===== src/rtl/jk_cmd_sequencer.sv =====
// -----------------------------------------------------------------------------
// jk_cmd_sequencer
//
// Command-driven stimulus stage for a downstream JK flip-flop. Commands of the
// form {op, len} arrive over a valid/ready handshake and are queued in a small
// FIFO. An executor plays each command out as a constant {j,k} pair for len+1
// cycles, and loads queued commands back-to-back with no idle bubble.
// A cycle-accurate model of the downstream flop is kept in q_exp.
//
// Optional feature macro: JK_CHECK_EN
//   When defined, the ports q_in and mismatch exist. The actual flop output
//   q_in is compared against q_exp on every edge outside reset, and any
//   difference sets the sticky mismatch flag (cleared only by rst).
//   When undefined, both ports and the compare logic are absent.
// -----------------------------------------------------------------------------
module jk_cmd_sequencer #(
    parameter int LEN_W = 4,
    parameter int DEPTH = 4
) (
    input  logic             clk,
    input  logic             rst,
    input  logic             cmd_valid,
    output logic             cmd_ready,
    input  logic [1:0]       cmd_op,
    input  logic [LEN_W-1:0] cmd_len,
    output logic             j,
    output logic             k,
    output logic             busy,
    output logic             q_exp
`ifdef JK_CHECK_EN
    ,
    input  logic             q_in,
    output logic             mismatch
`endif
);

    // DEPTH is expected to be a power of two so the pointers wrap naturally.
    localparam int PTR_W   = (DEPTH > 1) ? $clog2(DEPTH) : 1;
    localparam int CNT_W   = $clog2(DEPTH + 1);
    localparam int ENTRY_W = 2 + LEN_W;

    typedef enum logic {
        ST_IDLE = 1'b0,
        ST_RUN  = 1'b1
    } state_t;

    // ------------------------------------------------------------------
    // Command FIFO
    // ------------------------------------------------------------------
    logic [ENTRY_W-1:0] fifo_mem [DEPTH];
    logic [PTR_W-1:0]   wr_ptr_reg;
    logic [PTR_W-1:0]   rd_ptr_reg;
    logic [CNT_W-1:0]   count_reg;

    logic               fifo_full;
    logic               fifo_empty;
    logic               push;
    logic               pop;
    logic [ENTRY_W-1:0] head_entry;
    logic [1:0]         head_op;
    logic [LEN_W-1:0]   head_len;

    // ------------------------------------------------------------------
    // Executor and model state
    // ------------------------------------------------------------------
    state_t             state_reg;
    logic [LEN_W-1:0]   cnt_reg;
    logic               j_reg;
    logic               k_reg;
    logic               q_exp_reg;

    assign fifo_full  = (count_reg == CNT_W'(DEPTH));
    assign fifo_empty = (count_reg == '0);
    assign cmd_ready  = ~fifo_full;

    // A handshake coinciding with reset is ignored: pointers and count are
    // held in reset regardless of push.
    assign push = cmd_valid && cmd_ready;

    // The executor pops whenever it is free to start a command: either idle,
    // or on the last cycle of the current run (back-to-back reload). In IDLE
    // cnt_reg is always zero, so the same condition covers both states.
    assign pop = ~fifo_empty && ((state_reg == ST_IDLE) || (cnt_reg == '0));

    // The head entry is read asynchronously so that a pop and the load of the
    // popped command happen on the same edge; the FIFO is small enough to live
    // in distributed storage.
    assign head_entry = fifo_mem[rd_ptr_reg];
    assign head_op    = head_entry[ENTRY_W-1:LEN_W];
    assign head_len   = head_entry[LEN_W-1:0];

    // FIFO storage write; contents need no reset since the count gates reads.
    always_ff @(posedge clk) begin
        if (!rst && push) begin
            fifo_mem[wr_ptr_reg] <= {cmd_op, cmd_len};
        end
    end

    // FIFO pointers and occupancy count; push+pop together keep the count.
    always_ff @(posedge clk) begin
        if (rst) begin
            wr_ptr_reg <= '0;
            rd_ptr_reg <= '0;
            count_reg  <= '0;
        end else begin
            if (push) begin
                wr_ptr_reg <= wr_ptr_reg + PTR_W'(1);
            end
            if (pop) begin
                rd_ptr_reg <= rd_ptr_reg + PTR_W'(1);
            end
            case ({push, pop})
                2'b10:   count_reg <= count_reg + CNT_W'(1);
                2'b01:   count_reg <= count_reg - CNT_W'(1);
                default: count_reg <= count_reg;
            endcase
        end
    end

    // Executor FSM: loads commands, counts the run down, drives registered j/k.
    always_ff @(posedge clk) begin
        if (rst) begin
            state_reg <= ST_IDLE;
            cnt_reg   <= '0;
            j_reg     <= 1'b0;
            k_reg     <= 1'b0;
        end else begin
            case (state_reg)
                ST_IDLE: begin
                    if (!fifo_empty) begin
                        {j_reg, k_reg} <= head_op;
                        cnt_reg        <= head_len;
                        state_reg      <= ST_RUN;
                    end else begin
                        {j_reg, k_reg} <= 2'b00;
                    end
                end
                ST_RUN: begin
                    if (cnt_reg != '0) begin
                        cnt_reg <= cnt_reg - LEN_W'(1);
                    end else if (!fifo_empty) begin
                        // Last cycle of this run: reload immediately.
                        {j_reg, k_reg} <= head_op;
                        cnt_reg        <= head_len;
                    end else begin
                        {j_reg, k_reg} <= 2'b00;
                        state_reg      <= ST_IDLE;
                    end
                end
                default: begin
                    state_reg <= ST_IDLE;
                end
            endcase
        end
    end

    // Flop model: samples the registered j/k exactly as the real flop does.
    always_ff @(posedge clk) begin
        if (rst) begin
            q_exp_reg <= 1'b0;
        end else begin
            case ({j_reg, k_reg})
                2'b01:   q_exp_reg <= 1'b0;
                2'b10:   q_exp_reg <= 1'b1;
                2'b11:   q_exp_reg <= ~q_exp_reg;
                default: q_exp_reg <= q_exp_reg;
            endcase
        end
    end

`ifdef JK_CHECK_EN
    logic mismatch_reg;

    // Sticky compare of the real flop against the model; only rst clears it.
    always_ff @(posedge clk) begin
        if (rst) begin
            mismatch_reg <= 1'b0;
        end else if (q_in != q_exp_reg) begin
            mismatch_reg <= 1'b1;
        end
    end

    assign mismatch = mismatch_reg;
`endif

    assign j     = j_reg;
    assign k     = k_reg;
    assign q_exp = q_exp_reg;
    // Derived only from registered state, never from cmd_valid.
    assign busy  = (state_reg == ST_RUN) || ~fifo_empty;

endmodule

===== config.mk =====
export PLATFORM = sky130hd
export DESIGN_NAME = jk_cmd_sequencer
export DESIGN_NICKNAME = d
export VERILOG_FILES = /design/src/rtl/jk_cmd_sequencer.sv
export SDC_FILE = /design/constraint.sdc
export NUM_CORES = 1
export LEC_CHECK = 0
export CORE_ASPECT_RATIO = 0.5
export CORE_MARGIN = 4
export CORE_UTILIZATION = 51
export CTS_CLUSTER_SIZE = 16
export DETAILED_ROUTE_END_ITERATION = 16
export GPL_TIMING_DRIVEN = 1
export PLACE_DENSITY = 0.74
export SLEW_MARGIN = 30
export SYNTH_ARGS = -nofsm -noshare
export SYNTH_HDL_FRONTEND = slang
export SYNTH_SLANG_ARGS = --single-unit

===== constraint.sdc =====
create_clock -name clk -period 2.5 [get_ports clk]
set_clock_uncertainty 0.1 [all_clocks]
set_input_delay 0.5 -clock clk [delete_from_list [all_inputs] [get_ports clk]]
set_output_delay 0.5 -clock clk [all_outputs]
set_load 0.005 [all_outputs]

==> reports/metrics.yaml, run 1 <==
outcome: "completed"
cts_inserted_buffers: 5
cp.required_ns: 2.64
syn_area_mm2: 0.00174
hold_path.class: "reg -> reg"
fmax_mhz: 415
grt_pass1_vias: 979
hpwl_um: 1950
power.leakage_uw: 0.000719
drt-wirelength-per-cell_um: 15.5
critPathTopFamily: "simple AND/OR/NAND/NOR gates"
drive_above_1_share: 0.253
vdd_drop_max_uv: 375
fin_crit_ns: 2.41
ys_seq_area_frac: 0.611
grt_max_degree: 17
die_w_um: 90.6
cp-start-kind: "flop"
synth_top_area_cell: "edfxtp_1"
setup_viol: 0
grt_pass1_wl_um: 4860
cts_buffer_depth: 2
yosys-top-cells-area: "edfxtp_1 41%, dfxtp_1 20%, mux4_2 7.8%, ha_1 4.3%, nor2_1 2.8%"
finalWirelength_um: 2940
yosysWarningCount: 0
largest_register_ffs: 24
p_total_uw: 2290
finalCritPeriodShare: 0.964
path_buf_inv: 2
globalRouteTotalUtil: 0.145
tightest_slew_ns: 0.406
crit_path_frequent_cell: "ha_4"
layout_commonest_cell: "edfxtp_1"
synth_cell_type_count: 34
area_delta_synth_final_pct: 19.4
cts_sinks: 41
design_area_mm2: 0.00207
ff2ff_setup_slack_ns: 0.09
drc_errors: 0
fp.coreArea_mm2: 0.00314
layout_common_cells: "24 x edfxtp_1, 15 x dfxtp_1, 13 x nor2_1, 13 x clkdlybuf4s50_1"
diodes: 0
num_vias: 1014
drv_slew: 0
std_cell_rows: 14
critPathArrivalTime_ns: 2.55
slew_headroom: 0.729
crit_chain: "inv_2 > ha_4 > or3b_4 > a21oi_4 > ha_4 > inv_1 > fa_2 > xor2_1 > or3_1 > a21oi_2"
ant_nets: 0
ioPinCount: 14
dieArea_mm2: 0.00446
fin_util: 0.662
ctsHtreeMaxLevel: 2
cp-end-kind: "flop"
viasPerCell: 5.34
crit_type: "reg -> reg"
hold_ws_ns: 0.418
ys_seq_elements: 41
drv_cap: 0
clk_pin_slew_ns: 0.08
grt_overflow_total: 0
antenna_found_initial: 0
syn_inst: 126
routabilityCongestion: 0.850
crit_fanout: 4
nets: 165
cts_tree: "yes"
dieHeight_um: 49.3
cts_hold_buffers: 0
fillers: 228
crit_path_max_incr_delay_ns: 0.39
tns_ns: 0
io_buffers: 13
hold_viol_final: 0
synth_nets: 142
powerDensity_mw_per_mm2: 1100
clk_latency_ns: 0.30
syn_avg_cell_area_um2: 13.8
slowest_stage: "or3b_4"
dpl-instance-area_mm2: 0.00193
initial_core_util: 0.554
first_iter_violations: 36
root_buffer: "clkbuf_8"
firstDrtPassIters: 4
synthDominantCellAreaShare: 0.415
-- layer usage --
layer / part of all wire / track usage / vias to the layer above
li1: - / - / 503
met4: 0.018 / 0.0761 / 0
met5: 0 / 0 / -
met3: 0.049 / 0.0478 / 6
met1: 0.50 / 0.195 / 481
met2: 0.43 / 0.210 / 24
-- path summary, 6_finish.rpt --
kind,start,endpoint,depth (start not counted)
worst min-delay path,q_exp,q_exp,2
worst max register to register,cnt_reg[1],count_reg[2],10
worst max-delay path,cnt_reg[1],count_reg[2],10
worst min register to register,q_exp,q_exp,2
-- cell type report --
| type | count | area [µm²] | area share |
|---|---|---|---|
| Sequential cell | 41 | 1060 | 0.513 |
| Multi-Input combinational cell | 72 | 651 | 0.314 |
| Timing Repair Buffer | 20 | 183 | 0.0881 |
| Clock buffer | 5 | 68.8 | 0.0332 |
| Tap cell | 40 | 50.0 | 0.0241 |
| Inverter | 9 | 33.8 | 0.0163 |
| Clock inverter | 3 | 25.0 | 0.0121 |
-- cell families (layout without fill, tap and decap cells) --
logic type,count (synthesis),count (layout),share of synthesized area
xor+xnor,5,5,0.0252
simple gates,32,32,0.100
fa+ha+maj,7,7,0.0547
mux,8,8,0.0893
compound gates,20,20,0.0871
flops,41,41,0.611
buf+inv,13,37,0.0331
-- report_power, final --
part	switching, µW	internal [µW]	leakage (µW)
clock	247	201	0.0000447
sequential	126	839	0.000359
combinational	403	476	0.000315
-- synthesized netlist by cell type, drive strengths merged --
cell / n
edfxtp: 24
dfxtp: 17
nor2: 13
a21oi: 9
inv: 9
ha: 6
mux4: 6
and2: 5
nand2: 4
a22oi: 3
o21ai: 3
xnor2: 3
buf: 2
clkbuf: 2
mux2i: 2
or3: 2
or3b: 2
xor2: 2
a211oi: 1
a221oi: 1
a31oi: 1
and2b: 1
fa: 1
nand2b: 1
nand3: 1
nor3: 1
nor4: 1
o311a: 1
o31ai: 1
or2b: 1
-- worst register-to-register path: stages (launching register included) --
cell and delay [ns]:
dfxtp_2 0.34, inv_2 0.06, ha_4 0.12, or3b_4 0.39, a21oi_4 0.21, ha_4 0.16, inv_1 0.05, fa_2 0.33
xor2_1 0.15, or3_1 0.32, a21oi_2 0.12
-- per-stage QoR --
step / setup WS (ns) / std cells
finish: 0.0893 / 190
global route: -0.00471 / 190
CTS: 0.0110 / 189
detailed placement: 0.00158 / 180
global placement: 0.0778 / 180
floorplan: 0.0220 / 126
-- repair_timing --
| item | 4_1_cts | 5_1_grt |
|---|---|---|
| pin swaps | 0 | 3 |
| endpoints found under the hold margin | 0 | 0 |
| gates cloned | 0 | 0 |
| resized for setup | 1 | 9 |
| setup endpoints to repair | 1 | 1 |
| buffers inserted | 1 | 1 |
Power figures use the tool's default switching activity.
==> run 2: changes to the inputs <==
- PLACE_DENSITY: 0.74 -> 0.76
==> run 2 against run 1 <==
Routed wire length increased by 1.8%. Sequential share of layout area increased by 0.13 points. Worst setup slack got worse by 0.020 ns. First-iteration DRC count decreased by 28%. Via count decreased by 0.39%. Critical path depth unchanged. Critical path type unchanged. Largest cell class unchanged. Highest routed layer unchanged.
==> reports/metrics.yaml, run 2 (synthesis gave the netlist of run 1 again) <==
outcome: "completed"  # unchanged
drive_above_1_share: 0.208  # was 0.253
dieArea_mm2: 0.00446  # unchanged
area_delta_synth_final_pct: 18.9  # was 19.4%
die_w_um: 90.6  # unchanged
globalRouteTotalUtil: 0.151  # was 0.145
post-place-cells: 180  # unchanged
grt_max_degree: 17  # unchanged
routabilityCongestion: 0.706  # was 0.850
drv_slew: 0  # unchanged
crit_type: "reg -> reg"  # unchanged
fin_crit_ns: 2.43  # was 2.41 ns
vdd_drop_max_uv: 490  # was 375 µV
cp.required_ns: 2.63  # was 2.64 ns
r2r_cells: 10  # unchanged
crit_path_max_incr_delay_ns: 0.40  # was 0.39 ns
std_cell_rows: 14  # unchanged
clk_pin_slew_ns: 0.08  # about the same
hold_viol_final: 0  # unchanged
layout_common_cells: "24 x edfxtp_1, 16 x dfxtp_1, 13 x nor2_1, 13 x clkdlybuf4s50_1, 9 x inv_1"  # was 24 x edfxtp_1, 15 x dfxtp_1, 13 x nor2_1, 13 x clkdlybuf4s50_1
initial_core_util: 0.554  # unchanged
finalWirelength_um: 2990  # was 2940 µm
layout_commonest_cell: "edfxtp_1"  # unchanged
fillers: 227  # was 228
nets: 164  # was 165
largest_register_ffs: 24  # unchanged
cp-end-kind: "flop"  # unchanged
grt_pass1_wl_um: 4890  # was 4860 µm
drc_errors: 0  # unchanged
diodes: 0  # unchanged
cts_inserted_buffers: 5  # unchanged
fin_cells: 189  # was 190
crit_chain: "inv_1 > ha_1 > or3b_4 > a21oi_4 > ha_4 > inv_1 > fa_2 > xor2_1 > or3_1 > a21oi_1"  # was inv_2 > ha_4 > or3b_4 > a21oi_4 > ha_4 > inv_1 > fa_2 > xor2_1 > or3_1 > a21oi_2
ctsHtreeMaxLevel: 2  # unchanged
critPathArrivalTime_ns: 2.56  # was 2.55 ns
path_buf_inv: 2  # unchanged
power.leakage_uw: 0.000723  # was 0.000719 µW
hold_ws_ns: 0.415  # was 0.418 ns
cts_buffer_depth: 2  # unchanged
crit_path_end: "count_reg[2]"  # unchanged
startpoint: "cnt_reg[1]"  # unchanged
clk_latency_ns: 0.30  # about the same
slew_headroom: 0.719  # was 0.729
viasPerCell: 5.34  # about the same
drv_cap: 0  # unchanged
fmax_mhz: 411  # was 415 MHz
setup_viol: 0  # unchanged
dieHeight_um: 49.3  # unchanged
slowest_stage: "or3b_4"  # unchanged
rsz0062_at_grt: "yes"
grt_overflow_total: 0  # unchanged
finalCritPeriodShare: 0.972  # was 0.964
r2r_end: "count_reg[2]"  # unchanged
path_depth: 10  # unchanged
cts_tree: "yes"  # unchanged
ant_nets: 0  # unchanged
cts_sinks: 41  # unchanged
drt-wirelength-per-cell_um: 15.8  # was 15.5 µm
reg2reg_from: "cnt_reg[1]"  # unchanged
crit_path_frequent_cell: "inv_1"  # was ha_4
critPathTopFamily: "simple AND/OR/NAND/NOR gates"  # unchanged
tns_ns: 0  # unchanged
io_buffers: 13  # unchanged
grt_pass1_vias: 1019  # was 979
ioPinCount: 14  # unchanged
crit_fanout: 4  # unchanged
first_iter_violations: 26  # was 36
hold_path.class: "reg -> reg"  # unchanged
tightest_slew_ns: 0.421  # was 0.406 ns
cp-start-kind: "flop"  # unchanged
fp.coreArea_mm2: 0.00314  # unchanged
antenna_found_initial: 0  # unchanged
cts_hold_buffers: 0  # unchanged
ff2ff_setup_slack_ns: 0.07  # was 0.09 ns
hpwl_um: 2030  # was 1950 µm
powerDensity_mw_per_mm2: 1130  # was 1100 mW/mm²
firstDrtPassIters: 4  # unchanged
num_vias: 1010  # was 1014
root_buffer: "clkbuf_8"  # unchanged
==> run 2: changes by cell type in the layout (fill, tap and decap cells not counted) <==
cell,previous run,this run
a21oi_1,7,8
inv_1,7,9
inv_2,2,0
dfxtp_1,15,16
ha_4,2,1
clkinvlp_4,1,0
clkbuf_1,0,1
buf_4,7,6
ha_1,4,5
dfxtp_2,2,1
inv_6,1,0
bufinv_16,0,1
a21oi_2,1,0
==> run 2: through the flow <==
stage	power [µW]	setup WS [ns]	utilization	cell area, µm²
floorplan	1520	0.0220	-	1740
global placement	1730	0.0807	0.616	1930
detailed placement	1760	-0.0169	0.616	1930
CTS	2330	0.0383	0.656	2060
global route	2490	-0.0446	0.659	2070
finish	2330	0.0698	0.659	2070
==> run 2: layout make-up <==
type / instances / area [µm²] / area share
multi-input combinational: 72 / 634 / 0.307
inverter: 9 / 33.8 / 0.0163
sequential: 41 / 1060 / 0.514
clock inverter: 2 / 38.8 / 0.0188
clock buffer: 6 / 72.6 / 0.0351
timing repair buffer: 19 / 175 / 0.0847
tap: 40 / 50.0 / 0.0242
==> run 2: timing repair <==
item                       4_1_cts  5_1_grt
setup endpoints to repair        1        1
hold endpoints to repair         0        0
buffers inserted                 1        0
resized for setup                2        2
pin swaps                        0        2
==> run 2: how the worst min path moves through the flow <==
stage | end | startpoint | cells past startpoint
after CTS | wr_ptr_reg[1] | wr_ptr_reg[1] | 2
after detailed placement | wr_ptr_reg[1] | wr_ptr_reg[1] | 2
after global routing | wr_ptr_reg[1] | wr_ptr_reg[1] | 2
final | wr_ptr_reg[1] | wr_ptr_reg[1] | 2
after global placement | wr_ptr_reg[1] | wr_ptr_reg[1] | 2
after floorplan | wr_ptr_reg[1] | wr_ptr_reg[1] | 2
==> run 2: worst register-to-register path: stages (launching register included) <==
cell,delay [ns]
dfxtp_2,0.34
inv_1,0.05
ha_1,0.16
or3b_4,0.40
a21oi_4,0.19
ha_4,0.15
inv_1,0.05
fa_2,0.34
xor2_1,0.16
or3_1,0.30
a21oi_1,0.12
==> run 2: power breakdown <==
group / total [µW] / internal (µW) / switching [µW]
registers: 963 / 837 / 126
clock network: 531 / 300 / 232
logic: 841 / 453 / 388
total: 2330 / 1590 / 745
==> run 2: per-layer routing <==
layer / up-vias / track usage / share of wire
met5: - / 0 / 0
met4: 0 / 0.0609 / 0.022
met3: 6 / 0.0786 / 0.045
met2: 17 / 0.229 / 0.47
met1: 492 / 0.181 / 0.47
li1: 495 / - / -
==> run 3: changes to the inputs <==
- HOLD_SLACK_MARGIN: not set -> 0.08
- PLACE_DENSITY: 0.76 -> 0.74
==> results of run 3 <==
Final layout, timing and power as in run 1 (identical DEF).
